$ cat src/rtl/mic1_run_ctrl.sv
`default_nettype none
// ============================================================================
//  Module   : mic1_run_ctrl
//  Purpose  : Run/step/stop controller for the MIC-1 SoC. Debounces three
//             pre-synchronised buttons, then lets the core run freely, run a
//             burst of N clocks per step press, or halt on a PC breakpoint.
//             Also drives the status LEDs and a saturating count of run clocks.
//  Config   : BREAKPOINT_EN - when defined, the PC breakpoint compare is built
//             and the BREAK state is reachable. When undefined, the compare is
//             removed, bp_hit is tied low and state never reads 3.
//  Ports    : clk        system clock
//             resetn     asynchronous active-low reset
//             btn_run    start button (synchronised, active-high)
//             btn_step   step button  (synchronised, active-high)
//             btn_stop   stop button  (synchronised, active-high)
//             step_n     clocks per step burst (0 behaves as 1)
//             pc         current MIC-1 program counter
//             bp_en      breakpoint enable
//             bp_addr    breakpoint PC value
//             mic1_run   clock enable to mic1_soc
//             led_run    copy of mic1_run
//             led_idle   inverse of mic1_run
//             bp_hit     sticky breakpoint flag
//             state      0 IDLE, 1 RUN, 2 STEP, 3 BREAK
//             run_cycles clocks spent with mic1_run=1 (saturating)
//  Revision : 1.0  initial release
// ============================================================================
module mic1_run_ctrl #(
  parameter int DEB_COUNT = 511,
  parameter int STEP_W    = 8,
  parameter int CNT_W     = 32,
  parameter int ADDR_W    = 32
) (
  input  logic              clk,
  input  logic              resetn,
  input  logic              btn_run,
  input  logic              btn_step,
  input  logic              btn_stop,
  input  logic [STEP_W-1:0] step_n,
  input  logic [ADDR_W-1:0] pc,
  input  logic              bp_en,
  input  logic [ADDR_W-1:0] bp_addr,
  output logic              mic1_run,
  output logic              led_run,
  output logic              led_idle,
  output logic              bp_hit,
  output logic [1:0]        state,
  output logic [CNT_W-1:0]  run_cycles
);

  localparam logic [1:0] ST_IDLE  = 2'd0;
  localparam logic [1:0] ST_RUN   = 2'd1;
  localparam logic [1:0] ST_STEP  = 2'd2;
  localparam logic [1:0] ST_BREAK = 2'd3;

  localparam int              DEB_W    = (DEB_COUNT > 0) ? $clog2(DEB_COUNT + 1) : 1;
  localparam logic [DEB_W-1:0] DEB_LOAD = DEB_W'(DEB_COUNT);

  // --------------------------------------------------------------------------
  // Debounce: bit 0 run, bit 1 step, bit 2 stop.
  // The counter is reloaded whenever raw agrees with the debounced level, so
  // the level only flips after raw has disagreed on DEB_COUNT+1 consecutive
  // clocks (DEB_COUNT decrements, then the update on the clock it reads 0).
  // --------------------------------------------------------------------------
  logic [2:0] raw;
  logic [2:0] deb;

  assign raw = {btn_stop, btn_step, btn_run};

  for (genvar i = 0; i < 3; i++) begin : g_deb
    logic [DEB_W-1:0] cnt;
    logic             level;

    always_ff @(posedge clk or negedge resetn) begin
      if (!resetn) begin
        cnt   <= DEB_LOAD;
        level <= 1'b0;
      end else if (raw[i] == level) begin
        cnt   <= DEB_LOAD;
      end else if (cnt == '0) begin
        level <= raw[i];
        cnt   <= DEB_LOAD;
      end else begin
        cnt   <= cnt - DEB_W'(1);
      end
    end

    assign deb[i] = level;
  end

  // --------------------------------------------------------------------------
  // Edge detection on the debounced run/step levels; stop is level-sensitive.
  // --------------------------------------------------------------------------
  logic run_prev;
  logic step_prev;
  logic run_e;
  logic step_e;
  logic stop_lvl;

  always_ff @(posedge clk or negedge resetn) begin
    if (!resetn) begin
      run_prev  <= 1'b0;
      step_prev <= 1'b0;
    end else begin
      run_prev  <= deb[0];
      step_prev <= deb[1];
    end
  end

  assign run_e    = deb[0] & ~run_prev;
  assign step_e   = deb[1] & ~step_prev;
  assign stop_lvl = deb[2];

  assign mic1_run = (state == ST_RUN) || (state == ST_STEP);
  assign led_run  = mic1_run;
  assign led_idle = ~mic1_run;

  // --------------------------------------------------------------------------
  // Breakpoint compare
  // --------------------------------------------------------------------------
  logic bp_match;
  logic [1:0]        state_nxt;
  logic [STEP_W-1:0] step_cnt;
  logic [STEP_W-1:0] step_cnt_nxt;

`ifdef BREAKPOINT_EN
  // bp_skip masks the compare during the first clock after leaving BREAK, so
  // resuming from the breakpoint address does not immediately halt again.
  logic bp_skip;
  logic bp_hit_r;

  assign bp_match = bp_en && (pc == bp_addr) && mic1_run && !bp_skip;

  always_ff @(posedge clk or negedge resetn) begin
    if (!resetn) begin
      bp_skip  <= 1'b0;
      bp_hit_r <= 1'b0;
    end else begin
      bp_skip <= (state == ST_BREAK) &&
                 ((state_nxt == ST_RUN) || (state_nxt == ST_STEP));
      if ((state != ST_BREAK) && (state_nxt == ST_BREAK)) begin
        bp_hit_r <= 1'b1;
      end else if ((state == ST_BREAK) &&
                   ((state_nxt == ST_RUN) || (state_nxt == ST_STEP))) begin
        bp_hit_r <= 1'b0;
      end
    end
  end

  assign bp_hit = bp_hit_r;
`else
  logic unused_bp;

  assign unused_bp = ^{bp_en, bp_addr, pc};
  assign bp_match  = 1'b0;
  assign bp_hit    = 1'b0;
`endif

  // --------------------------------------------------------------------------
  // Control FSM. Priority: stop > breakpoint > run edge > step edge.
  // The burst counter is loaded with max(step_n,1)-1 on STEP entry and the
  // burst ends on the clock it reads 0, giving max(step_n,1) run clocks.
  // --------------------------------------------------------------------------
  logic [STEP_W-1:0] step_load;

  assign step_load = (step_n == '0) ? '0 : (step_n - STEP_W'(1));

  always_comb begin
    state_nxt    = state;
    step_cnt_nxt = step_cnt;
    case (state)
      ST_IDLE: begin
        if (stop_lvl) begin
          state_nxt = ST_IDLE;
        end else if (run_e) begin
          state_nxt = ST_RUN;
        end else if (step_e) begin
          state_nxt    = ST_STEP;
          step_cnt_nxt = step_load;
        end
      end
      ST_RUN: begin
        if (stop_lvl) begin
          state_nxt = ST_IDLE;
        end else if (bp_match) begin
          state_nxt = ST_BREAK;
        end
      end
      ST_STEP: begin
        if (stop_lvl) begin
          state_nxt = ST_IDLE;
        end else if (bp_match) begin
          state_nxt = ST_BREAK;
        end else if (step_cnt == '0) begin
          state_nxt = ST_IDLE;
        end else begin
          step_cnt_nxt = step_cnt - STEP_W'(1);
        end
      end
      ST_BREAK: begin
        if (stop_lvl) begin
          state_nxt = ST_IDLE;
        end else if (run_e) begin
          state_nxt = ST_RUN;
        end else if (step_e) begin
          state_nxt    = ST_STEP;
          step_cnt_nxt = step_load;
        end
      end
      default: begin
        state_nxt = ST_IDLE;
      end
    endcase
  end

  always_ff @(posedge clk or negedge resetn) begin
    if (!resetn) begin
      state    <= ST_IDLE;
      step_cnt <= '0;
    end else begin
      state    <= state_nxt;
      step_cnt <= step_cnt_nxt;
    end
  end

  // --------------------------------------------------------------------------
  // Saturating run-clock counter
  // --------------------------------------------------------------------------
  always_ff @(posedge clk or negedge resetn) begin
    if (!resetn) begin
      run_cycles <= '0;
    end else if (mic1_run && (run_cycles != '1)) begin
      run_cycles <= run_cycles + CNT_W'(1);
    end
  end

endmodule
`default_nettype wire

$ cat config.mk
export PLATFORM = sky130hd
export DESIGN_NAME = mic1_run_ctrl
export DESIGN_NICKNAME = d
export VERILOG_FILES = /design/src/rtl/mic1_run_ctrl.sv
export SDC_FILE = /design/constraint.sdc
export NUM_CORES = 1
export LEC_CHECK = 0
export ABC_CLOCK_PERIOD_IN_PS = 3700
export CAP_MARGIN = 25
export CORE_ASPECT_RATIO = 0.8
export CORE_MARGIN = 5
export CORE_UTILIZATION = 50
export DETAILED_ROUTE_END_ITERATION = 8
export GPL_ROUTABILITY_DRIVEN = 0
export PLACE_DENSITY_LB_ADDON = 0.1
export SLEW_MARGIN = 10
export SYNTH_ARGS = -nofsm -noshare
export SYNTH_HDL_FRONTEND = slang
export SYNTH_SLANG_ARGS = --single-unit
export TNS_END_PERCENT = 5
$ cat constraint.sdc
create_clock -name clk -period 3.7 [get_ports clk]
set_clock_uncertainty 0.1 [all_clocks]
set_input_delay 0.555 -clock clk [delete_from_list [all_inputs] [get_ports clk]]
set_output_delay 0.555 -clock clk [all_outputs]
set_load 0.02 [all_outputs]
After elaboration in Yosys (flattened, before gate mapping)

Index checks and enable logic that the tools add are counted.

Flip-flop bits (word level): 74

Bitwise operators: 8
Mux-type cells: 20
Reduce and logical (&&, ||, !) cells: 15
Eq/ne operators: 15
Add/subtract/negate cells: 6

Operators by type and width:

| cell                  | number |
|---|---|
| $mux 9                | 6 |
| $mux 8                | 6 |
| $add 32x1->32 const B | 1 |
| $ne 32x32->1 const B  | 1 |
| $logic_not 9->1       | 3 |
| $sub 9x1->9 const B   | 3 |
| $logic_not 8->1       | 2 |
| $pmux 8 s2            | 1 |
| $sub 8x1->8 const B   | 2 |
| $mux 2                | 6 |
| $ne 2x2->1 const B    | 5 |
| $not 1->1             | 6 |
| $pmux 2 s3            | 1 |
| $reduce_and 2->1      | 3 |
| $reduce_and 6->1      | 1 |
| $eq 2x2->1 const B    | 2 |
| $ne 4x1->1 const B    | 1 |
| $eq 1x1->1            | 3 |
| $ne 3x2->1 const B    | 1 |
| $reduce_and 3->1      | 1 |
| $and 1x1->1           | 2 |
| $eq 2x1->1 const B    | 1 |
| $logic_not 2->1       | 1 |
| $ne 2x1->1 const B    | 1 |
| 4 further kinds       | 4 |

Logic depth before layout (Yosys ltp)

Gate-level depths: netlist of run 1.

Depth after elaboration: 6
Gate-level depth with buffers: 9
Depth with buffers taken out: 7

Least setup slack after synthesis of run 1

OpenSTA, ideal clock, no wires.

Kind: reg-to-reg
From: register state[0]
To: register run_cycles[31]
Cell stages (with the launch flop): 9
Setup slack: 1.295 ns
Data arrival time: 2.177 ns
Path buffers: 1
Data required time: 3.472 ns
Path through: dfrtp_1 inv_1 ha_1 buf_6 and4b_1 nand4_1 nor3_1 nand4_1 mux2_1

Word-level cells in the longest chain between the ends: 3

Ends and longest elaborated chain:

| element                                         | line | text |
|---|---|---|
| start: declaration                              | 47   | `output logic [1:0] state,` |
| start signal: assignment                        | 221  | `state <= state_nxt;` |
| $eq 2x1->1 / $eq 2x2->1 (equally long branches) | 114  | `assign mic1_run = (state == ST_RUN) \|\| (state == ST_STEP);` |
| $logic_or 1x1->1 (*)                            | 114  |  |
| $logic_and 1x1->1 (*)                           | 232  | `end else if (mic1_run && (run_cycles != '1)) begin` |
| end signal: assignment                          | 233  | `run_cycles <= run_cycles + CNT_W'(1);` |
| end: declaration                                | 48   | `output logic [CNT_W-1:0] run_cycles` |

Mark *: on every way between the ends. The rest lies on a longest branch, timed or not.
A chain may end at the register's enable or synchronous reset.

Worst setup path in the final report of run 1

From: register state[0]
To: output mic1_run

Word-level cells in the longest chain between the ends: 2

Ends and longest elaborated chain:

| element                                         | line | text |
|---|---|---|
| $eq 2x1->1 / $eq 2x2->1 (equally long branches) | 114  |  |
| $logic_or 1x1->1 (*)                            | 114  |  |
| end: declaration                                | 43   | `output logic mic1_run,` |

Marked as above.

==> impl_metrics.json, run 1 <==
{
  "outcome": "complete, no violations",
  "synth_nets": 457,
  "cts_resized": 0,
  "required_ns": 3.04,
  "pre_cts_slack_ns": 1.22,
  "path_cells": "inv_1 > ha_1 > inv_1 > clkdlybuf4s50_1",
  "drc": 0,
  "path_depth": 4,
  "power_density_nw_per_um2": 337,
  "viasPerCell": 5.27,
  "cts_tree": "done",
  "route.vias.total": 2802,
  "final_hold_viol_count": 0,
  "clock-sinks": 74,
  "post-route-min-period_ns": 2.79,
  "num_antenna_cells": 0,
  "antenna_found_initial": 0,
  "grt_overflow_total": 0,
  "grt_max_degree": 39,
  "layout-drive-gt1-share": 0.129,
  "path_delay_family": "buffers and inverters",
  "setup_slack_ns": 0.905,
  "cts_inserted_buffers": 9,
  "synth_cell_types": 50,
  "wl_mm": 7.63,
  "worstSetupPathType": "reg -> out",
  "layout_common_cells": "nand2_1 (55), clkdlybuf4s50_1 (48), dfrtp_1 (47)",
  "ys_seq_area_frac": 0.495,
  "setup_tns_ns": 0,
  "cts_root_buffer": "clkbuf_8",
  "mostFrequentLayoutCell": "nand2_1",
  "ys_ff_latch": 74,
  "first_pass_iters": 5,
  "crit_path_end_kind": "output pin",
  "synth_ff_type": "dfrtp_1",
  "hold_class": "in -> async",
  "core-area_um2": 7430,
  "r2r-start": "state[0]",
  "reg2reg_to": "step_cnt[6]",
  "startpoint": "state[0]",
  "drt_iter0_drc": 119,
  "syn_to_final_growth_pct": 20.9,
  "critPathMaxStageDelay_ns": 0.69,
  "drtAntennaViolNets": 0,
  "fillerInstances": 642,
  "rsz0062_at_grt": "no",
  "synth_warnings": 0,
  "finalMaxSlewViolations": 0,
  "clkTransAtPathRegs_ns": 0.08,
  "cp_common_cell": "inv_1",
  "die_h_um": 88.1,
  "syn_area_per_cell_um2": 10.3,
  "critPathMaxFanout": 8,
  "die_area_um2": 9470,
  "ctsHoldBuffers": 0,
  "worstPathArrival_ns": 2.14,
  "ff2ff_path_depth": 8,
  "io_pins": 116,
  "clock.fmax_mhz": 358,
  "slew_headroom": 0.428,
  "min_period_over_period": 0.755,
  "dp_hpwl_mm": 5.65,
  "syn-cell-area_um2": 3810,
  "start_util": 0.513,
  "synth_cells": 369,
  "clk_path_buf_depth": 2,
  "gr-usage-all-layers": 0.179,
  "cpMaxStageDelayCell": "clkdlybuf4s50_1",
  "worstMarginPinSlew_ns": 0.858,
  "critPathBufInv": 3,
  "cap_violations": 0,
  "r2r_slack_ns": 1.22,
  "finalSetupViolations": 0,
  "synth_edf_count": 0,
  "async_flop_share": 1.00,
  "die_x_um": 108,
  "post-cts-setup-buffers": 0,
  "rows": 28,
  "cts.htree.levels": 3,
  "crit_path_start_kind": "register",
  "wl_per_cell_um": 14.3,
  "final_util": 0.620,
  "final_nets": 510,
  "clk_latency_ns": 0.35,
  "endpoint": "mic1_run",
  "p_leak_nw": 1.92,
  "grt_pass1_vias": 2771,
  "irDropWorstVdd_uv": 216,
  "portBuffers": 49,
  "grt_pass1_wl_mm": 13.4
}
==> metrics by stage <==
| stage | hold WS (ns) | cell area, um2 | total power, W | cells |
|---|---|---|---|---|
| finish | 0.207 | 4600 | 0.00155 | 532 |
| global route | 0.278 | 4600 | 0.00162 | 532 |
| CTS | 0.237 | 4600 | 0.00157 | 532 |
| detailed placement | 0.329 | 4400 | 0.000913 | 516 |
| global placement | 0.329 | 4400 | 0.000911 | 516 |
| floorplan | 0.159 | 3810 | 0.000871 | 369 |
==> sequential cells by signal (all words and copies together), names as in the netlist <==
signal and flops:
step_prev 1, run_cycles 32, g_deb.level 3, run_prev 1, g_deb.cnt 27, step_cnt 8
state 2
==> cell usage after synthesis, types with 6 or more instances <==
cell	number	area share
mux2_1	6	0.018
a21oi_1	7	0.0092
nor2_1	18	0.018
and3_1	12	0.020
nor3_1	9	0.012
dfstp_2	27	0.19
or3_1	10	0.016
ha_1	10	0.033
dfrtp_1	47	0.31
inv_1	14	0.014
o21ai_0	9	0.012
nand2_1	55	0.054
nand4_1	13	0.021
xor2_1	25	0.057
nand3_1	19	0.025
xnor2_1	26	0.060
==> kinds of logic after synthesis <==
family | synth area share
multiplexers | 0.0269
flip-flops | 0.495
AND/OR/NAND/NOR | 0.210
XOR/XNOR | 0.117
AO/OA/AOI/OAI | 0.0880
other | 0.000985
adder cells (fa/ha/maj) | 0.0329
buffers and inverters | 0.0286
==> report_power, final <==
group          internal (W)  total (W)  switching [W]
logic             0.0000280  0.0000669      0.0000390
registers          0.000823   0.000828     0.00000480
clock network      0.000349   0.000654       0.000305
total               0.00120    0.00155       0.000349
==> how the worst min path moves through the flow <==
stage | startpoint | slack [ns] | to
global placement | g_deb[1].level | 0.33 | step_prev
global route | resetn | 0.28 | run_cycles[16]
detailed placement | g_deb[1].level | 0.33 | step_prev
CTS | resetn | 0.24 | run_cycles[10]
floorplan | resetn | 0.16 | g_deb[0].level
finish | resetn | 0.21 | run_cycles[16]
==> layout make-up <==
type / instances / area, um2 / area share
well taps: 105 / 131 / 0.0285
flip-flops and latches: 74 / 1890 / 0.410
inverters: 14 / 52.6 / 0.0114
repair buffers: 51 / 513 / 0.111
clock inverters: 4 / 51.3 / 0.0111
clock buffers: 12 / 155 / 0.0337
multi-input cells: 272 / 1810 / 0.394
==> per-layer routing <==
layer / vias to the layer above / global-route usage / part of all wire / routed length (um)
met5: - / 0 / 0 / 0
met1: 1317 / 0.249 / 0.49 / 3710
li1: 1411 / - / - / -
met3: 16 / 0.0545 / 0.053 / 407
met4: 0 / 0.0562 / 0.016 / 119
met2: 58 / 0.269 / 0.44 / 3380
No activity file was read; power rests on OpenSTA's default activity.
==> run 2, diff against run 1 <==
--- a/config.mk
+++ b/config.mk
@@ -5,11 +5,11 @@
 export SDC_FILE = /design/constraint.sdc
 export NUM_CORES = 1
 export LEC_CHECK = 0
-export ABC_CLOCK_PERIOD_IN_PS = 3700
+export ABC_CLOCK_PERIOD_IN_PS = 2700
 export CAP_MARGIN = 25
 export CORE_ASPECT_RATIO = 0.8
 export CORE_MARGIN = 5
-export CORE_UTILIZATION = 50
+export CORE_UTILIZATION = 47
 export DETAILED_ROUTE_END_ITERATION = 8
 export GPL_ROUTABILITY_DRIVEN = 0
 export PLACE_DENSITY_LB_ADDON = 0.1
==> constraint.sdc (replaced) <==
create_clock -name clk -period 2.7 [get_ports clk]
set_clock_uncertainty 0.1 [all_clocks]
set_input_delay 0.405 -clock clk [delete_from_list [all_inputs] [get_ports clk]]
set_output_delay 0.405 -clock clk [all_outputs]
set_load 0.02 [all_outputs]
==> run 2 against run 1 <==
  * Final area up 0.60%
  * Worst setup slack worse by 0.75 ns
  * Utilization down 3.4 points
  * Power up 38%
  * Global-route usage down 1.6 points
  * Clock-buffer cell count down 1
  * Combinational power up 41%
  * Sequential cell count unchanged
  * Final cell count up 0.94%
  * Non-clock buffer count up 2
  * Sequential power up 36%
  * Critical path type unchanged
  * Largest cell class unchanged
  * Largest power group unchanged
==> impl_metrics.json, run 2 (synthesis results as in run 1) <==
{
  "final_nets": 512,
  "wl_per_cell_um": 14.2,
  "clk_latency_ns": 0.35,
  "final_util": 0.585,
  "worstPathArrival_ns": 2.04,
  "portBuffers": 49,
  "gr-usage-all-layers": 0.162,
  "met2_usage": 0.258,
  "place_area_um2": 4410,
  "critPathBufInv": 3,
  "power_density_nw_per_um2": 462,
  "setup_tns_ns": 0,
  "core-area_um2": 7910,
  "critPathMaxFanout": 8,
  "cts_inserted_buffers": 9,
  "post-route-min-period_ns": 2.55,
  "irDropWorstVdd_uv": 285,
  "critPathMaxStageDelay_ns": 0.63,
  "min_period_over_period": 0.944,
  "wl_mm": 7.62,
  "num_antenna_cells": 0,
  "pre_cts_slack_ns": 0.309,
  "final_hold_viol_count": 0,
  "finalMaxSlewViolations": 0,
  "path_delay_family": "buffers and inverters",
  "use_met3": 0.0435,
  "die_x_um": 111,
  "grt_max_degree": 36,
  "route.vias.total": 2874,
  "pwr-share-seq": 0.531,
  "worstSetupPathType": "reg -> out",
  "viasPerCell": 5.35,
  "power_frac_clock": 0.425,
  "hold_ws_ns": 0.351,
  "mostFrequentLayoutCell": "nand2_1",
  "clkTransAtPathRegs_ns": 0.07,
  "cts_root_buffer": "clkbuf_8",
  "rsz0062_at_grt": "no",
  "finalSetupViolations": 0,
  "io_pins": 116,
  "clk_path_buf_depth": 2,
  "die_area_um2": 10000,
  "required_ns": 2.19,
  "clock-sinks": 74,
  "rows": 29,
  "p_switching_w": 0.000489,
  "busiest_layer": "met2",
  "cts.htree.levels": 3,
  "grt_pass1_vias": 2864,
  "layout-drive-gt1-share": 0.135,
  "syn_to_final_growth_pct": 21.6,
  "final_area_um2": 4630,
  "cts_tree": "done",
  "largest_reg_flops": 32,
  "clock.fmax_mhz": 392,
  "first_pass_iters": 4,
  "hp-start": "g_deb[1].cnt[0]",
  "cap_violations": 0,
  "slew_headroom": 0.633,
  "crit_path_start_kind": "register",
  "startpoint": "state[0]",
  "largest_registers": "run_cycles x32, g_deb.cnt x27, step_cnt x8",
  "antenna_found_initial": 0,
  "grt_overflow_total": 0,
  "combPwrFrac": 0.044,
  "intPower_w": 0.00165,
  "largest-register": "run_cycles",
  "r2r-start": "state[0]",
  "drt_iter0_drc": 90,
  "path_cells": "inv_1 > ha_1 > inv_2 > clkdlybuf4s50_1",
  "outcome": "complete, no violations",
  "drc": 0,
  "layout_common_cells": "nand2_1 (55), clkdlybuf4s50_1 (48), dfrtp_1 (47)",
  "p_sw_frac": 0.229,
  "grt_pass1_wl_mm": 13.6,
  "cpMaxStageDelayCell": "clkdlybuf4s50_1",
  "die_h_um": 90.5,
  "hold_class": "reg -> reg",
  "drtAntennaViolNets": 0,
  "dp_hpwl_mm": 5.67,
  "use_met1": 0.216,
  "setup_slack_ns": 0.151,
  "crit_path_end_kind": "output pin",
  "worstMarginPinSlew_ns": 0.551,
  "p_leak_nw": 1.92,
  "post-cts-setup-buffers": 0,
  "start_util": 0.481
}
## run 2: layer usage
layer,share of wire,up-vias
li1,-,1423
met1,0.49,1380
met2,0.45,59
met3,0.043,12
met4,0.015,0
met5,0,-
## run 2: repair_timing
| item | in CTS | in global routing |
|---|---|---|
| setup endpoints to repair | 0 | 2 |
| endpoints found under the hold margin | 13 | 0 |
| hold buffers | 1 | 0 |
| gates resized for setup | 0 | 1 |
## run 2: final cells by class
cell class,instances,area [um2]
tap,108,135
inverter,14,52.6
clock inverter,5,61.3
clock buffer,11,151
sequential,74,1890
multi-input combinational,272,1810
fill,749,3280
timing repair buffer,53,531
## run 2: path summary, 6_finish.rpt
path / endpoint / slack [ns] / cells after the start
max: mic1_run / 0.15 / 4
min: g_deb[1].cnt[0] / 0.35 / 1
max reg2reg: run_cycles[31] / 0.30 / 7
min reg2reg: g_deb[1].cnt[0] / 0.35 / 1
max in group asynchronous: g_deb[1].cnt[1] / 1.33 / 3
min in group asynchronous: run_cycles[10] / 0.47 / 2
## run 2: power groups by stage
| stage | Clock (W) | Combinational (W) | Sequential [W] |
|---|---|---|---|
| 3_3_place_gp | 0 | 0.0000951 | 0.00115 |
| 5_1_grt | 0.000975 | 0.000110 | 0.00114 |
| 2_1_floorplan | 0 | 0.0000404 | 0.00115 |
| 6_report | 0.000909 | 0.0000946 | 0.00113 |
| 4_1_cts | 0.000929 | 0.0000976 | 0.00114 |
| 3_5_place_dp | 0 | 0.0000962 | 0.00116 |
## run 2: per-stage QoR
| stage | power [W] | std cells |
|---|---|---|
| CTS | 0.00216 | 537 |
| finish | 0.00214 | 537 |
| detailed placement | 0.00125 | 520 |
| floorplan | 0.00119 | 369 |
| global route | 0.00222 | 537 |
| global placement | 0.00125 | 520 |
